File: config.mk
export PLATFORM = sky130hd
export DESIGN_NAME = mem_arbiter_flat
export DESIGN_NICKNAME = d
export VERILOG_FILES = /design/src/rtl/mem_arbiter_if.sv /design/src/rtl/mem_arbiter.sv /design/src/flat_wrapper.sv
export SDC_FILE = /design/constraint.sdc
export NUM_CORES = 1
export LEC_CHECK = 0
export CORE_AREA = 8 8 189 191
export DETAILED_ROUTE_END_ITERATION = 12
export DIE_AREA = 0 0 197 199
export GPL_TIMING_DRIVEN = 0
export HOLD_SLACK_MARGIN = 0.02
export PLACE_DENSITY_LB_ADDON = 0.25
export SYNTH_ARGS = -nofsm -noshare
export SYNTH_HDL_FRONTEND = slang
export SYNTH_SLANG_ARGS = --single-unit
export TNS_END_PERCENT = 30
File: constraint.sdc
create_clock -name clk -period 2.6 [get_ports clk]
set_clock_uncertainty 0.15 [all_clocks]
set_input_delay 0.39 -clock clk [delete_from_list [all_inputs] [get_ports clk]]
set_output_delay 0.39 -clock clk [all_outputs]
set_load 0.1 [all_outputs]
File: src/rtl/mem_arbiter_if.sv
// Bundle of the IF, LSU and memory-port signals around mem_arbiter.
// slave: arbiter side. master: requesters plus memory model side.
interface mem_arbiter_if;
    logic        if_req_valid;
    logic        if_req_ready;
    logic [63:0] if_addr;
    logic        if_resp_valid;
    logic [31:0] if_rdata;

    logic        lsu_req_valid;
    logic        lsu_req_ready;
    logic        lsu_wen;
    logic [63:0] lsu_addr;
    logic [63:0] lsu_wdata;
    logic [7:0]  lsu_wmask;
    logic        lsu_resp_valid;
    logic [63:0] lsu_rdata;

    logic        mem_r_en;
    logic        mem_w_en;
    logic [7:0]  mem_wmask;
    logic [63:0] mem_addr;
    logic [63:0] mem_wdata;
    logic [63:0] mem_rdata;

    modport slave (
        input  if_req_valid, if_addr,
        output if_req_ready, if_resp_valid, if_rdata,
        input  lsu_req_valid, lsu_wen, lsu_addr, lsu_wdata, lsu_wmask,
        output lsu_req_ready, lsu_resp_valid, lsu_rdata,
        output mem_r_en, mem_w_en, mem_wmask, mem_addr, mem_wdata,
        input  mem_rdata
    );

    modport master (
        output if_req_valid, if_addr,
        input  if_req_ready, if_resp_valid, if_rdata,
        output lsu_req_valid, lsu_wen, lsu_addr, lsu_wdata, lsu_wmask,
        input  lsu_req_ready, lsu_resp_valid, lsu_rdata,
        input  mem_r_en, mem_w_en, mem_wmask, mem_addr, mem_wdata,
        output mem_rdata
    );
endinterface

File: src/rtl/mem_arbiter.sv
// Single-outstanding arbiter sharing one memory port between IF and LSU.
// MEM_ARBITER_RR_EN selects round-robin tie-break; default is LSU priority.
module mem_arbiter #(
    parameter int unsigned LAT = 1
) (
    input  logic         clk,
    input  logic         rst_n,
    mem_arbiter_if.slave bus
);
    typedef enum logic [1:0] {IDLE, ACCESS, RESP} state_e;

    localparam logic [3:0] CNT_LOAD = 4'(LAT - 1);

    state_e      state_q, state_d;
    logic [3:0]  cnt_q, cnt_d;
    logic        lsu_gnt_q, lsu_gnt_d;
    logic        wen_q, wen_d;
    logic [63:0] addr_q, addr_d;
    logic [63:0] wdata_q, wdata_d;
    logic [7:0]  wmask_q, wmask_d;
    logic [31:0] if_rdata_q, if_rdata_d;
    logic [63:0] lsu_rdata_q, lsu_rdata_d;
    logic        lsu_pick, lsu_rdy, if_rdy, mem_fire;

`ifdef MEM_ARBITER_RR_EN
    logic last_lsu_q, last_lsu_d;
    // On contention the requester not granted last time wins.
    assign lsu_pick = bus.lsu_req_valid && !(bus.if_req_valid && last_lsu_q);
`else
    assign lsu_pick = bus.lsu_req_valid;
`endif

    // Readies are gated by rst_n so nothing is accepted while reset is held.
    assign lsu_rdy = rst_n && (state_q == IDLE) && lsu_pick;
    assign if_rdy  = rst_n && (state_q == IDLE) && bus.if_req_valid && !lsu_pick;

    always_comb begin
        state_d     = state_q;
        cnt_d       = cnt_q;
        lsu_gnt_d   = lsu_gnt_q;
        wen_d       = wen_q;
        addr_d      = addr_q;
        wdata_d     = wdata_q;
        wmask_d     = wmask_q;
        if_rdata_d  = if_rdata_q;
        lsu_rdata_d = lsu_rdata_q;
        mem_fire    = 1'b0;
`ifdef MEM_ARBITER_RR_EN
        last_lsu_d  = last_lsu_q;
`endif
        case (state_q)
            IDLE: begin
                if (lsu_rdy || if_rdy) begin
                    state_d   = ACCESS;
                    cnt_d     = CNT_LOAD;
                    lsu_gnt_d = lsu_rdy;
`ifdef MEM_ARBITER_RR_EN
                    last_lsu_d = lsu_rdy;
`endif
                    if (lsu_rdy) begin
                        wen_d   = bus.lsu_wen;
                        addr_d  = bus.lsu_addr;
                        wdata_d = bus.lsu_wdata;
                        wmask_d = bus.lsu_wmask;
                    end else begin
                        wen_d   = 1'b0;
                        addr_d  = bus.if_addr;
                        wmask_d = '0;
                    end
                end
            end
            ACCESS: begin
                if (cnt_q != '0) begin
                    cnt_d = cnt_q - 4'd1;
                end else begin
                    mem_fire = 1'b1;
                    state_d  = RESP;
                    if (!wen_q) begin
                        if (lsu_gnt_q) lsu_rdata_d = bus.mem_rdata;
                        else           if_rdata_d  = addr_q[2] ? bus.mem_rdata[63:32]
                                                               : bus.mem_rdata[31:0];
                    end
                end
            end
            RESP:    state_d = IDLE;
            default: state_d = IDLE;
        endcase
    end

    always_ff @(posedge clk) begin
        if (!rst_n) begin
            state_q     <= IDLE;
            cnt_q       <= '0;
            lsu_gnt_q   <= 1'b0;
            wen_q       <= 1'b0;
            addr_q      <= '0;
            wdata_q     <= '0;
            wmask_q     <= '0;
            if_rdata_q  <= '0;
            lsu_rdata_q <= '0;
`ifdef MEM_ARBITER_RR_EN
            last_lsu_q  <= 1'b1;
`endif
        end else begin
            state_q     <= state_d;
            cnt_q       <= cnt_d;
            lsu_gnt_q   <= lsu_gnt_d;
            wen_q       <= wen_d;
            addr_q      <= addr_d;
            wdata_q     <= wdata_d;
            wmask_q     <= wmask_d;
            if_rdata_q  <= if_rdata_d;
            lsu_rdata_q <= lsu_rdata_d;
`ifdef MEM_ARBITER_RR_EN
            last_lsu_q  <= last_lsu_d;
`endif
        end
    end

    // IF address keeps its low bits in addr_q for the half-word select; the port sees it aligned.
    assign bus.if_req_ready   = if_rdy;
    assign bus.lsu_req_ready  = lsu_rdy;
    assign bus.if_resp_valid  = rst_n && (state_q == RESP) && !lsu_gnt_q;
    assign bus.lsu_resp_valid = rst_n && (state_q == RESP) && lsu_gnt_q;
    assign bus.if_rdata       = rst_n ? if_rdata_q : '0;
    assign bus.lsu_rdata      = rst_n ? lsu_rdata_q : '0;
    assign bus.mem_r_en       = rst_n && mem_fire && !wen_q;
    assign bus.mem_w_en       = rst_n && mem_fire && wen_q;
    assign bus.mem_wmask      = (rst_n && mem_fire && wen_q) ? wmask_q : '0;
    assign bus.mem_addr       = !rst_n    ? '0
                              : lsu_gnt_q ? addr_q
                                          : {addr_q[63:3], 3'b000};
    assign bus.mem_wdata      = rst_n ? wdata_q : '0;
endmodule

File: src/flat_wrapper.sv
// flat-port wrapper written by rule: the top's interface ports become plain ports
module mem_arbiter_flat 
#(
    parameter int unsigned LAT = 1
)
  (clk, rst_n, bus_if_req_valid, bus_if_addr, bus_if_req_ready, bus_if_resp_valid, bus_if_rdata, bus_lsu_req_valid, bus_lsu_wen, bus_lsu_addr, bus_lsu_wdata, bus_lsu_wmask, bus_lsu_req_ready, bus_lsu_resp_valid, bus_lsu_rdata, bus_mem_r_en, bus_mem_w_en, bus_mem_wmask, bus_mem_addr, bus_mem_wdata, bus_mem_rdata);
  mem_arbiter_if bus_i ();
  input  logic clk;
  input  logic rst_n;
  input wire logic [$bits(bus_i.if_req_valid)-1:0] bus_if_req_valid;
  input wire logic [$bits(bus_i.if_addr)-1:0] bus_if_addr;
  output wire logic [$bits(bus_i.if_req_ready)-1:0] bus_if_req_ready;
  output wire logic [$bits(bus_i.if_resp_valid)-1:0] bus_if_resp_valid;
  output wire logic [$bits(bus_i.if_rdata)-1:0] bus_if_rdata;
  input wire logic [$bits(bus_i.lsu_req_valid)-1:0] bus_lsu_req_valid;
  input wire logic [$bits(bus_i.lsu_wen)-1:0] bus_lsu_wen;
  input wire logic [$bits(bus_i.lsu_addr)-1:0] bus_lsu_addr;
  input wire logic [$bits(bus_i.lsu_wdata)-1:0] bus_lsu_wdata;
  input wire logic [$bits(bus_i.lsu_wmask)-1:0] bus_lsu_wmask;
  output wire logic [$bits(bus_i.lsu_req_ready)-1:0] bus_lsu_req_ready;
  output wire logic [$bits(bus_i.lsu_resp_valid)-1:0] bus_lsu_resp_valid;
  output wire logic [$bits(bus_i.lsu_rdata)-1:0] bus_lsu_rdata;
  output wire logic [$bits(bus_i.mem_r_en)-1:0] bus_mem_r_en;
  output wire logic [$bits(bus_i.mem_w_en)-1:0] bus_mem_w_en;
  output wire logic [$bits(bus_i.mem_wmask)-1:0] bus_mem_wmask;
  output wire logic [$bits(bus_i.mem_addr)-1:0] bus_mem_addr;
  output wire logic [$bits(bus_i.mem_wdata)-1:0] bus_mem_wdata;
  input wire logic [$bits(bus_i.mem_rdata)-1:0] bus_mem_rdata;
  assign bus_i.if_req_valid = bus_if_req_valid;
  assign bus_i.if_addr = bus_if_addr;
  assign bus_if_req_ready = bus_i.if_req_ready;
  assign bus_if_resp_valid = bus_i.if_resp_valid;
  assign bus_if_rdata = bus_i.if_rdata;
  assign bus_i.lsu_req_valid = bus_lsu_req_valid;
  assign bus_i.lsu_wen = bus_lsu_wen;
  assign bus_i.lsu_addr = bus_lsu_addr;
  assign bus_i.lsu_wdata = bus_lsu_wdata;
  assign bus_i.lsu_wmask = bus_lsu_wmask;
  assign bus_lsu_req_ready = bus_i.lsu_req_ready;
  assign bus_lsu_resp_valid = bus_i.lsu_resp_valid;
  assign bus_lsu_rdata = bus_i.lsu_rdata;
  assign bus_mem_r_en = bus_i.mem_r_en;
  assign bus_mem_w_en = bus_i.mem_w_en;
  assign bus_mem_wmask = bus_i.mem_wmask;
  assign bus_mem_addr = bus_i.mem_addr;
  assign bus_mem_wdata = bus_i.mem_wdata;
  assign bus_i.mem_rdata = bus_mem_rdata;
  mem_arbiter #(.LAT(LAT)) u_core (.clk(clk), .rst_n(rst_n), .bus(bus_i));
endmodule
==> impl_summary.md, run 1 <==
Drt
The initial DRC count is between 500 and 600. After detailed routing, the average wire length per cell comes to about 22 um. Once detail routing completed, the nets flagged for antenna violations numbered 0.

The final layout contains routed wiring with a total length of roughly 49 mm. The count of vias placed by the detailed router is 11.3k. The detailed-routing iteration count for the pre-antenna-repair pass is 5. Using the TritonRoute via totals, the vias-per-cell ratio works out to around 5. The final routed DRC violation total is 0.

Logic synthesis
Yosys mapped the design onto 42 distinct sky130hd cell types. The most used flip-flop cell after synthesis is dfxtp_1. The mean post-synth cell area is 9.01 sq um. The cell type contributing the most total cell area after synthesis is dfxtp_1. The Yosys step of the flow raised 0 warnings.

The share of the synthesized area in the top cell type is 0.426. The sequential element share of the synthesized area is 0.426. The synthesized instance count is ~1.3k.

Sorting the synthesized cells by area gives the leading types as dfxtp_1, and2_1, a21oi_1. The commonest cells after synthesis are dfxtp_1, a21oi_1, and2_1. Yosys mapped a number of flops with a built-in enable equal to 0. The number of nets in the synthesized netlist is 1,523. The mapped netlist covers around 11,000 sq um. The number of flip-flops and latches in the synthesized netlist is 240. Of all flip-flops after synthesis, the portion carrying an async set or reset was 0. Among all cell types in the netlist, the one instantiated most often is dfxtp_1.

Placement
In this run the tool buffered the top-level ports with just over 500 buffer cells. The final weighted congestion of routability-driven global placement is around 0.86. The final HPWL from detailed placement is slightly below 40 mm.

Layout
The layout overhead on the synthesized area is 60.4%. The number of antenna diodes in the final layout is 0. The final layout contains a little over 2k nets.

In the final layout, the share of cells above drive strength 1 is 0.265.

Clock tree
The number of clock buffers added by TritonCTS is 28. The number of buffers on the longest clock path is 3. The clock input transition at the sequential cells of the worst setup and hold paths is ~70 ps.

The clock net in this run drives a total of 240 sinks. The CTS H-tree depth is 1. CTS placed an instance of clkbuf_16 at the clock tree root. The clock tree from TritonCTS is built.

Clock latency on the worst-skew pair, taken at its later pin, is about 540 ps.

Critical path
The kind of end point of the critical path is an output pin. The reg-to-reg startpoint is u_core.cnt_q[0]. The largest driver fanout on the critical path is 5. The data required time of the critical path is around 2100 ps. The origin of the worst setup path is u_core.cnt_q[0]. The critical path arrival is slightly above 2000 ps.

Measured in cells, the most critical reg-to-reg path has a length of 9. The type of the worst setup path is flop to output pin. The worst setup path is launched from a flop.

Power and ir drop
The power density over cell area is 792 nW/um^2. The overall power after layout is 14,300 uW. In this run the static leakage power is between 0.007 and 0.008 uW. The worst-case IR drop observed on VDD is just over 0.6 mV.

Floorplanning
The initial core utilization is 0.343. The cell row count is between 60 and 70. The overall die height is around 200 um. 507 I/O pins were placed. The floorplan step defined a die boundary enclosing around 40,000 sq um. In this run the horizontal extent of the chip is just under 200 um. The total area inside the core boundary comes to 32,900 sq um.

Timing
Dividing the final minimum period by the clock period gives 0.990. Setup repair after global routing could not meet its margin everywhere. The number of failing setup endpoints in the final timing report is 0.

The worst slew margin relative to its limit is 0.422. Subtracting the final worst setup slack from the clock period gives between 2000 and 3000 ps. The setup TNS is 0 ps.

Timing would allow up to between 0.3 and 0.4 GHz. The hold violation count in the final report is 0. The number of pins with negative max-slew slack in the final report is 0. For the pin with the worst max-slew slack, the measured transition is approximately 870 ps.

Global route
Summed over all layers, the global routing overflow is 0. The via count of the first global-routing pass is around 12k. Entering global routing, the biggest net connects 17 pins. The wire length of the first global-routing pass is ~70 mm.

The initial antenna violation count is 6. The global-route usage over all layers is 0.235.

Job
Across the run, the number of max-cap violations was 0.

Min path
The worst hold path was traced through 3 stages. The worst hold-check path type is input port to flop. The hold path startpoint is bus_lsu_req_valid.

Outcome
The run finished with clean final reports.
## stage by stage
stage	util	hold WS (ps)	std cells	setup WS (ps)	area (sq um)
after CTS	0.547	211	2261	-64.5	18000
after floorplan	-	286	1252	-376	11300
after detailed placement	0.516	310	2206	-1470	16900
final	0.551	233	2264	25.6	18100
after global routing	0.551	236	2264	-45.7	18100
after global placement	0.516	301	2206	-1450	16900
## logic make-up (layout without fill, tap and decap cells)
logic type / after synthesis / count (layout) / share of synthesized area
compound gates: 351 / 351 / 0.159
flops: 240 / 240 / 0.426
buf+inv: 130 / 694 / 0.0637
simple gates: 367 / 367 / 0.195
fa+ha+maj: 2 / 2 / 0.00222
mux: 162 / 162 / 0.154
## cell usage in the layout, fill, tap and decap left out, types with 3 or more instances in the layout
cell / count
mux2_2: 88
clkinv_2: 4
dfxtp_1: 238
buf_6: 107
and2_4: 8
o21ai_0: 101
and2_1: 221
buf_12: 12
buf_4: 134
inv_1: 3
buf_2: 25
a21oi_1: 231
o21ai_1: 6
clkbuf_16: 29
clkbuf_1: 53
clkbuf_8: 8
buf_8: 7
bufinv_16: 6
clkdlybuf4s15_2: 5
clkbuf_4: 16
clkdlybuf4s50_1: 267
nand2_1: 13
nand3_1: 96
mux2_1: 8
a211oi_1: 3
and3_1: 3
mux2i_1: 66
nor2_1: 4
clkbuf_2: 11
## worst max-delay path: stages (launching register included)
cell     delay [ps]
dfxtp_2         330
inv_2            80
ha_4            130
nor3b_4         210
and4_4          280
buf_8           110
and2_4          150
buf_12          170
## area by class of cell
type / instances / area [sq um]
fill: 3082 / 14800
multi-input combinational: 882 / 5850
timing repair buffer: 514 / 5030
sequential: 240 / 4810
clock buffer: 41 / 841
buffer: 122 / 767
tap: 448 / 561
clock inverter: 11 / 208
inverter: 6 / 28.8
## flip-flops by register name, indices dropped and copies added (netlist names)
| name | cells |
|---|---|
| u_core.addr_q | 64 |
| u_core.cnt_q | 4 |
| u_core.if_rdata_q | 32 |
| u_core.lsu_gnt_q | 1 |
| u_core.lsu_rdata_q | 64 |
| u_core.state_q | 2 |
| u_core.wdata_q | 64 |
| u_core.wen_q | 1 |
| u_core.wmask_q | 8 |
## routing by layer
metal	vias up	track usage	wire (um)
li1	5431	-	-
met1	5327	0.255	18300
met2	411	0.437	25500
met3	77	0.0768	3960
met4	12	0.0563	1170
met5	-	0	71
## power by group
| part | internal [uW] | leakage (uW) | switching (uW) | total [uW] |
|---|---|---|---|---|
| registers | 4180 | 0.00197 | 156 | 4340 |
| clock network | 2820 | 0.000514 | 1630 | 4460 |
| logic | 1760 | 0.00482 | 3790 | 5540 |
## worst paths after layout
kind                             to  slack [ps]
min reg2reg  u_core.lsu_rdata_q[39]         310
max reg2reg   u_core.if_rdata_q[28]         480
max                bus_mem_wmask[7]          30
min                u_core.lsu_gnt_q         230
## timing repair
action | 4_1_cts | 5_1_grt
setup endpoints to repair | 238 | 136
gates resized for setup | 1561 | 39
buffers inserted | 4 | 3
pin swaps | 2 | 8
hold buffers | 0 | 0
cloned | 1 | 0
No activity file was read; power rests on OpenSTA's default activity.
==> run 2: changes to the inputs <==
--- a/config.mk
+++ b/config.mk
@@ -5,12 +5,16 @@
 export SDC_FILE = /design/constraint.sdc
 export NUM_CORES = 1
 export LEC_CHECK = 0
-export CORE_AREA = 8 8 189 191
+export CELL_PAD_IN_SITES_DETAIL_PLACEMENT = 0
+export CELL_PAD_IN_SITES_GLOBAL_PLACEMENT = 1
+export CORE_MARGIN = 8
+export CORE_UTILIZATION = 30
 export DETAILED_ROUTE_END_ITERATION = 12
-export DIE_AREA = 0 0 197 199
 export GPL_TIMING_DRIVEN = 0
 export HOLD_SLACK_MARGIN = 0.02
 export PLACE_DENSITY_LB_ADDON = 0.25
+export REMOVE_ABC_BUFFERS = 1
+export SLEW_MARGIN = 20
 export SYNTH_ARGS = -nofsm -noshare
 export SYNTH_HDL_FRONTEND = slang
 export SYNTH_SLANG_ARGS = --single-unit
==> impl_summary.md, run 2 (synthesized netlist as in run 1, its figures left out) <==
Layout
The proportion of layout cells with a drive suffix above 1 is 0.206 (was 0.265). The total of fill cells in the finished design is 3,635 (was 3,082). The layout overhead on the synthesized area came to 59.5% (was 60.4%). Largest registers in the final layout: u_core.addr_q (64), u_core.lsu_rdata_q (64), u_core.wdata_q (64) (unchanged). The final standard cell utilization of the core was 0.482 (was 0.551). The most common cell after layout, fill and taps aside was clkdlybuf4s50_1 (unchanged).

Leading cell types in the layout, fill and taps excluded: clkdlybuf4s50_1, dfxtp_1, a21oi_1 (unchanged). The number of nets in the final layout is 1,985 (was 2,065).

Timing
The number of pins with negative max-slew slack in the final report is 0 (unchanged). The maximum frequency from static timing analysis is 0.385 GHz (was 0.388 GHz). Unrepaired setup endpoints after global routing: yes (unchanged). The final worst hold slack is 222 ps (was 233 ps). The hold violation count in the final report is 0 (unchanged).

The final cycle utilization of the critical path is 0.999 (was 0.990). The clock period minus final worst setup slack was 2600 ps (was 2570 ps). The transition time of the tightest slew-check pin is 1080 ps (was 868 ps).

The worst slew margin relative to its limit is 0.286 (was 0.422). The number of failing setup endpoints in the final timing report is 0 (unchanged).

Floorplanning
The I/O pin total came to 507 (unchanged). The area of the die was 44,100 sq um (was 39,200 sq um). The floorplan core area came to 37,300 sq um (was 32,900 sq um). The cell row count is 71 (was 67). The overall die height is 210 um (was 199 um). The die span in x was 210 um (was 197 um).

The initial core utilization is 0.302 (was 0.343).

Clock tree
The number of hold buffers added after cts is 0 (unchanged). The clock latency reported for the late side of the worst-skew pair is 540 ps (about the same). The CTS H-tree depth came to 1 (unchanged). The clock tree from TritonCTS is built (unchanged). The clock net sink count came to 240 (unchanged).

The number of buffers created by CTS is 29 (was 28). The number of buffers on the longest clock path was 3 (unchanged). The clock input transition at the sequential cells of the worst setup and hold paths is 60 ps (was 70 ps). The clock tree root driver cell is clkbuf_16 (unchanged).

Critical path
The type of the worst setup path is flop to output pin (unchanged). The cell type group with the largest total delay on the critical path is simple AND/OR/NAND/NOR gates (unchanged). The largest driver fanout on the critical path is 5 (unchanged). The critical path arrival is 2060 ps (was 2030 ps). The data required time of the critical path was 2060 ps (about the same). The sort of element at the start of the critical path is a flop (unchanged).

Chain of cells forming the critical path: inv_4 > ha_4 > nor3b_4 > buf_8 > and4_4 > and2_4 > buf_12 (was inv_2 > ha_4 > nor3b_4 > and4_4 > buf_8 > and2_4 > buf_12). The cell at the slowest stage of the critical path is dfxtp_4 (was dfxtp_2). The combined buffer and inverter count along the critical path is 3 (unchanged). The longest individual stage delay on the worst path is 350 ps (was 330 ps). The kind of end point of the critical path was an output pin (unchanged).

Global route
The initial antenna violation count came to 2 (was 6). The wire length of the first global-routing pass was 68.2 mm (was 71.3 mm). The via count of the first global-routing pass is 10.6k (was 11.6k). The remaining global-route overflow is 0 (unchanged). The largest net degree at the start of global routing is 124 (was 17).

The global-route usage over all layers was 0.196 (was 0.235).

Outcome
Run status: completed (unchanged).

Drt
The detailed-routing iteration count for the pre-antenna-repair pass is 4 (was 5). The count of vias placed by the detailed router is 10.7k (was 11.3k). The remaining number of nets flagged by the antenna check after routing is 0 (unchanged). The via density per instance is 4.85 (was 4.97). The final routed DRC violation total came to 0 (unchanged). The initial DRC count was 484 (was 506).

The aggregate routed wire length is 46.2 mm (was 49.0 mm). The average detailed-routed wire length per instance is 20.9 um (was 21.6 um).

Power and ir drop
The net switching power came to 5430 uW (was 5570 uW). The clock network fraction of total power is 0.288 (was 0.311). The part of the total power dissipated in combinational logic was 0.393 (was 0.387). The maximum ir drop on the vdd rail is 0.457 mV (was 0.619 mV). The overall power after layout came to 13,700 uW (was 14,300 uW).

The leakage power of the design is 0.00721 uW (was 0.00731 uW). The sequential share of power is 0.319 (was 0.303). The internal portion of total power is 8260 uW (was 8770 uW). The net switching share of the total power is 0.396 (was 0.389).

The power density over cell area came to 761 nW/um^2 (was 792 nW/um^2).

Placement
The count of buffers from port buffering came to 506 (unchanged). The final weighted congestion of routability-driven global placement came to 0.780 (was 0.863). The final HPWL from detailed placement is 33.5 mm (was 38.6 mm).

Job
The max-cap violation count is 0 (unchanged).

Min path
The worst hold-check path type is input port to flop (unchanged).
[run 2: cell types whose count changed in the layout (fill, tap and decap cells not counted), moves of 10 or more]
cell             delta
clkdlybuf4s15_2    +72
buf_2              -11
clkbuf_4           -16
clkdlybuf4s18_2    +32
buf_4             -114
buf_6              -92
dlygate4sd2_1     +101
clkbuf_1           -45
clkbuf_2           -10
[run 2: per-layer routing]
layer / wire, um / vias to the layer above / GRT usage
li1: - / 5285 / -
met1: 18500 / 5085 / 0.229
met3: 2780 / 62 / 0.0471
met5: 0 / - / 0
met4: 1490 / 0 / 0.0610
met2: 23400 / 300 / 0.350
[run 2: final cells by class]
type                            count  area, sq um  share of cell area
Clock inverter                      8         71.3             0.00396
Sequential cell                   240         4820               0.268
Inverter                            6         30.0             0.00167
Tap cell                          474          593              0.0330
Clock buffer                       44          852              0.0474
Antenna cell                        3         7.51            0.000417
Multi-Input combinational cell    883         5900               0.328
Timing Repair Buffer              554         5720               0.318
[run 2: worst min-delay path, delay by kind of cell]
family | cells | cell delay, ps
and+or+nand+nor | 1 | 140
muxes | 1 | 60
buffers and inverters | 1 | 200
[run 2: power by group through the flow]
stage | Combinational, uW | Sequential, uW | Clock, uW
3_3_place_gp | 4960 | 4390 | 0
2_1_floorplan | 3680 | 4380 | 0
6_report | 5380 | 4370 | 3940
3_5_place_dp | 5350 | 4440 | 0
5_1_grt | 5670 | 4430 | 4220
4_1_cts | 5410 | 4370 | 4070
[run 2: final timing paths]
check | start | end | slack (ps) | cells after the start
setup / recovery | u_core.cnt_q[0] | bus_mem_wmask[7] | 2 | 7
hold / removal | rst_n | u_core.cnt_q[1] | 220 | 3
setup reg to reg | u_core.state_q[1] | u_core.addr_q[13] | 210 | 8
hold reg to reg | u_core.lsu_rdata_q[5] | u_core.lsu_rdata_q[5] | 320 | 2
[run 2: metrics by stage]
step / instance area (sq um) / TNS [ps] / std cells / worst slack [ps]
2_1_floorplan: 10600 / -2616450 / 1128 / -18330
3_3_place_gp: 16200 / -6347070 / 2108 / -30440
3_5_place_dp: 16800 / -195550 / 2145 / -1730
4_1_cts: 18000 / -231 / 2208 / -167
5_1_grt: 18000 / -417 / 2210 / -62.8
6_report: 18000 / 0 / 2212 / 2.15
[run 2: timing repair]
| item | 4_1_cts | 5_1_grt |
|---|---|---|
| pin swaps | 7 | 5 |
| gates resized for setup | 630 | 56 |
| cloned | 2 | 1 |
| setup endpoints to repair | 309 | 116 |
| setup buffers | 10 | 1 |
